`src/rtl/acc4_unit.sv`:
```
// acc4_unit: 4-bit accumulator with IDLE/EXEC/DONE handshake and a consumed-result counter.
// Optional build macro ACC4_SAT_EN clamps ADD/SUB results on signed overflow.
module acc4_unit #(
  parameter int CNT_W = 8
) (
  input  logic             clk,
  input  logic             rst_n,
  input  logic             in_valid,
  output logic             in_ready,
  input  logic [1:0]       in_op,
  input  logic [3:0]       in_data,
  output logic             out_valid,
  input  logic             out_ready,
  output logic [3:0]       acc,
  output logic             cout,
  output logic             ovf,
  output logic             zero,
  output logic             neg,
  output logic [CNT_W-1:0] op_cnt
);

  typedef enum logic [1:0] {
    ST_IDLE = 2'b00,
    ST_EXEC = 2'b01,
    ST_DONE = 2'b10
  } state_e;

  localparam logic [1:0] OP_ADD   = 2'b00;
  localparam logic [1:0] OP_SUB   = 2'b01;
  localparam logic [1:0] OP_LOAD  = 2'b10;
  localparam logic [1:0] OP_CLEAR = 2'b11;

  state_e           state_q, state_d;
  logic [1:0]       op_q, op_d;
  logic [3:0]       data_q, data_d;
  logic [3:0]       acc_q, acc_d;
  logic             cout_q, cout_d;
  logic             ovf_q, ovf_d;
  logic [CNT_W-1:0] cnt_q, cnt_d;
  logic             in_ready_q, in_ready_d;
  logic             out_valid_q, out_valid_d;

  logic [3:0]       b_eff_s;
  logic [4:0]       sum_s;
  logic             ovf_raw_s;
  logic [3:0]       res_s;

  // Adder datapath: SUB is acc + ~B + 1, so the carry-in doubles as the subtract flag.
  always_comb begin
    b_eff_s   = (op_q == OP_SUB) ? ~data_q : data_q;
    sum_s     = {1'b0, acc_q} + {1'b0, b_eff_s} + {4'b0000, (op_q == OP_SUB)};
    ovf_raw_s = (acc_q[3] == b_eff_s[3]) && (sum_s[3] != acc_q[3]);
`ifdef ACC4_SAT_EN
    if (ovf_raw_s) begin
      res_s = acc_q[3] ? 4'b1000 : 4'b0111;
    end else begin
      res_s = sum_s[3:0];
    end
`else
    res_s = sum_s[3:0];
`endif
  end

  // Next-state and register-update logic for the three-state handshake.
  always_comb begin
    state_d     = state_q;
    op_d        = op_q;
    data_d      = data_q;
    acc_d       = acc_q;
    cout_d      = cout_q;
    ovf_d       = ovf_q;
    cnt_d       = cnt_q;
    case (state_q)
      ST_IDLE: begin
        if (in_valid) begin
          op_d    = in_op;
          data_d  = in_data;
          state_d = ST_EXEC;
        end else begin
          state_d = ST_IDLE;
        end
      end
      ST_EXEC: begin
        case (op_q)
          OP_ADD, OP_SUB: begin
            acc_d  = res_s;
            cout_d = sum_s[4];
            ovf_d  = ovf_raw_s;
          end
          OP_LOAD: begin
            acc_d  = data_q;
            cout_d = 1'b0;
            ovf_d  = 1'b0;
          end
          OP_CLEAR: begin
            acc_d  = 4'b0000;
            cout_d = 1'b0;
            ovf_d  = 1'b0;
          end
          default: begin
            acc_d  = acc_q;
            cout_d = cout_q;
            ovf_d  = ovf_q;
          end
        endcase
        state_d = ST_DONE;
      end
      ST_DONE: begin
        // A request arriving with out_ready is not taken here; IDLE accepts it next edge.
        if (out_ready) begin
          state_d = ST_IDLE;
          cnt_d   = cnt_q + {{(CNT_W-1){1'b0}}, 1'b1};
        end else begin
          state_d = ST_DONE;
        end
      end
      default: begin
        state_d = ST_IDLE;
      end
    endcase
    in_ready_d  = (state_d == ST_IDLE);
    out_valid_d = (state_d == ST_DONE);
  end

  // State and datapath registers; reset aborts any in-flight operation.
  always_ff @(posedge clk or negedge rst_n) begin
    if (!rst_n) begin
      state_q     <= ST_IDLE;
      op_q        <= 2'b00;
      data_q      <= 4'b0000;
      acc_q       <= 4'b0000;
      cout_q      <= 1'b0;
      ovf_q       <= 1'b0;
      cnt_q       <= {CNT_W{1'b0}};
      in_ready_q  <= 1'b1;
      out_valid_q <= 1'b0;
    end else begin
      state_q     <= state_d;
      op_q        <= op_d;
      data_q      <= data_d;
      acc_q       <= acc_d;
      cout_q      <= cout_d;
      ovf_q       <= ovf_d;
      cnt_q       <= cnt_d;
      in_ready_q  <= in_ready_d;
      out_valid_q <= out_valid_d;
    end
  end

  assign in_ready  = in_ready_q;
  assign out_valid = out_valid_q;
  assign acc       = acc_q;
  assign cout      = cout_q;
  assign ovf       = ovf_q;
  assign op_cnt    = cnt_q;
  assign zero      = (acc_q == 4'b0000);
  assign neg       = acc_q[3];

endmodule

```
`config.mk`:
```
export PLATFORM = sky130hd
export DESIGN_NAME = acc4_unit
export DESIGN_NICKNAME = d
export VERILOG_FILES = /design/src/rtl/acc4_unit.sv
export SDC_FILE = /design/constraint.sdc
export NUM_CORES = 1
export LEC_CHECK = 0
export ABC_AREA = 1
export BUFFER_PORTS_ARGS = -buffer_cell sky130_fd_sc_hd__buf_2
export CAP_MARGIN = 0
export CORE_MARGIN = 2
export CORE_UTILIZATION = 52
export CTS_CLUSTER_DIAMETER = 100
export DETAILED_ROUTE_END_ITERATION = 8
export GPL_ROUTABILITY_DRIVEN = 0
export PLACE_DENSITY = 0.79
export SLEW_MARGIN = 20
export SYNTH_ARGS = -nofsm -noshare
export SYNTH_HDL_FRONTEND = slang
export SYNTH_SLANG_ARGS = --single-unit
```
`constraint.sdc`:
```
create_clock -name clk -period 2.6 [get_ports clk]
set_clock_uncertainty 0.2 [all_clocks]
set_input_delay 0.13 -clock clk [delete_from_list [all_inputs] [get_ports clk]]
set_output_delay 0.13 -clock clk [all_outputs]
set_load 0.005 [all_outputs]
```
==> reports/qor.txt <==
Post-Synth Simple-Gate Area - 0.247
worst-margin pin slew - 0.542 ns
Startpoint Class - register
antenna violations before repair - 0
post_cts resized - 0
fin area - 1480 um2
Critical Path RT - 2.62 ns
vias per cell - 5.02
leakage - 0.781 nW
Main synth FF type - dfrtp_1
DRT Pass-1 Iters - 4
setup TNS after final layout - 0 ns
CTS tree - done
max_slew headroom - 0.638
Synth Area in Adders - 0.0577
met1 GRT Util - 0.286
largest area contributor in the netlist - dfrtp_1
ratio of cells with drive above 1 in the final layout - 0.238
largest net degree at the start of global routing - 25
Vias - 1003
unrepaired setup endpoints after global routing - no
clock-pin slew on the worst setup and hold paths - 0.14 ns
register area share after synthesis - 0.495
Mapped Avg Cell Area - 9.07 um2
CTS Buf Count - 3
detailed placement HPWL - 1.73 mm
EDFF count, synth - 0
R2R Setup Slk - 0.54 ns
H-tree levels - 1
top post-synthesis cells by area - dfrtp_1 (47%), nand2_1 (13%), xnor2_1 (4.3%)
worst path bufs/invs - 3
Slew Viols, Final - 0
crit end category - register
fmax - 486 MHz
Mapped Area - 1210 um2
worst hold slack - 0.0180 ns
setup repair bufs after CTS - 0
placed inst area - 1380 um2
post-synthesis cell type count - 25
crit path from - op_q[1]$_DFFE_PN0P_
Antenna Nets Post-Route - 0
CTS Buffer Depth - 2
Setup Viol. Count Final - 0
Crit path top cell by count - nand2_1
top cells by count, synth - nand2_1 (41), dfrtp_1 (23), inv_1 (12)
Starting Density - 0.549
Total Power - 1.64 mW
crit-path cells - inv_2, nand2_1, xor2_1, inv_1, ha_1, nand2_1, inv_1, nand3_1, nand2_1, nand2_1, nand3_1, nand2_1
delay of the slowest critical-path stage - 0.40 ns
Die Ht - 52.3 um
Synth async-reset ratio - 1.00
Min-Delay Path Depth - 4
largest family of logic cells by synthesized area - simple AND/OR/NAND/NOR gates
via count of the first global-routing pass - 941
status - completed
area share of the largest cell type after synthesis - 0.474
Reg2Reg Depth - 12
crit share post-route - 0.791
syn nets - 149
Final min period - 2.06 ns
final hold vios - 0
die area - 2740 um2
mux cell area share after synthesis - 0
WHS Endpoint - data_q[3]$_DFFE_PN0P_
clk root buf - clkbuf_4
core box area - 2210 um2
Hold Path Origin - in_valid
flops & latches, synth - 24
NumNets Final - 188
final-layout fill cell count - 187
routed len/inst - 11.8 um
Die W - 52.3 um
Pwr Density - 1110 nW/um2
Reg-to-Reg Start - op_q[1]$_DFFE_PN0P_
overall routed net length - 2.37 mm
Synth Area in Compound Gates - 0.0721
Ant. Diodes - 0
CP max-delay cell - dfrtp_1
clk sinks - 24
first-pass GRT wire length - 4.15 mm
grt total ovfl - 0
Post-Synth XOR/XNOR Area - 0.0721
RR Endpoint - ovf$_DFFE_PN0N_
PortBufs - 27
yosys warns - 0
count leader, synth - nand2_1
critical path class - reg2reg
synthesis-to-finish area growth - 22.1%
# rows - 17
Crit path max-delay family - simple AND/OR/NAND/NOR gates
Max IR drop VDD - 0.000722 V
DR iter-0 viols - 10
gr busiest metal - met2
HP Class - in2reg
Max-cap violations - 0
Tot GR Track Use - 0.208
met3 Use GR - 0.0343
Critical Path AT - 2.07 ns
Gate Count Post-Synth - 134
CP Max Fanout - 6
drt drc - 0
# IOs - 28
met2 Resource Use GR - 0.329
worst skew pair latency - 0.32 ns
-- layer usage --
layer  vias to the layer above  part of all wire  wire, um
li1                        508                 -         -
met1                       457              0.47      1120
met2                        33              0.47      1130
met3                         5             0.037        88
met4                         0             0.013        31
met5                         -                 0         0
-- what timing repair did --
item                                   4_1_cts  5_1_grt
endpoints found under the hold margin       34        0
hold buffers                                 8        0
setup endpoints to repair                    0        0
-- tightest hold or removal path, cell delays in order --
cell and delay (ns):
buf_2 0.10, nand3_1 0.16, nand2_1 0.07, nand2_1 0.06
-- sequential cells by signal (all words and copies together), names as in the netlist --
| name | flops |
|---|---|
| state_q | 2 |
| op_cnt | 8 |
| out_valid | 1 |
| op_q | 2 |
| cout | 1 |
| data_q | 4 |
| ovf | 1 |
| in_ready | 1 |
| acc | 4 |
-- power breakdown --
group	leakage (nW)	internal (mW)	total [mW]	switching (mW)
Combinational	0.459	0.343	0.805	0.462
Sequential	0.306	0.520	0.662	0.142
Clock	0.0150	0.0600	0.176	0.116
-- stage by stage --
step                      cells  setup slack, ns  utilization
after CTS                   200            0.549        0.671
after floorplan             134            0.771            -
final                       200            0.544        0.671
after detailed placement    188            0.585        0.623
after global routing        200            0.373        0.671
after global placement      188            0.710        0.623
-- cell usage in the layout, fill, tap and decap left out, drive strengths merged --
| cell | count |
|---|---|
| a22o | 1 |
| inv | 16 |
| xnor2 | 6 |
| o211ai | 1 |
| nor4 | 1 |
| nand4 | 1 |
| buf | 27 |
| nand2 | 41 |
| xor2 | 4 |
| dlygate4sd3 | 8 |
| o22ai | 1 |
| nand3 | 11 |
| dfstp | 1 |
| fa | 1 |
| ha | 4 |
| clkbuf | 4 |
| a21oi | 4 |
| o221ai | 1 |
| a31oi | 1 |
| dfrtp | 23 |
| o21ai | 6 |
| nor2 | 9 |
-- logic make-up after synthesis --
| group | Yosys count |
|---|---|
| AO/OA/AOI/OAI | 15 |
| XOR/XNOR | 10 |
| buffers and inverters | 17 |
| AND/OR/NAND/NOR | 63 |
| flip-flops | 24 |
| adder cells (fa/ha/maj) | 5 |
-- worst max-delay path by stage --
stage,to,slack [ns],cells after the start
after global routing,ovf$_DFFE_PN0N_,0.37,12
after detailed placement,ovf$_DFFE_PN0N_,0.58,12
after CTS,ovf$_DFFE_PN0N_,0.55,12
final,ovf$_DFFE_PN0N_,0.54,12
after global placement,ovf$_DFFE_PN0N_,0.71,12
after floorplan,ovf$_DFFE_PN0N_,0.77,12
-- area by class of cell --
class	instances	area, um2	area share
well taps	28	35.0	0.0236
clock buffers	4	26.3	0.0177
repair buffers	35	215	0.145
flip-flops and latches	24	602	0.406
inverters	16	60.1	0.0405
multi-input cells	93	546	0.368
Power figures use the tool's default switching activity.
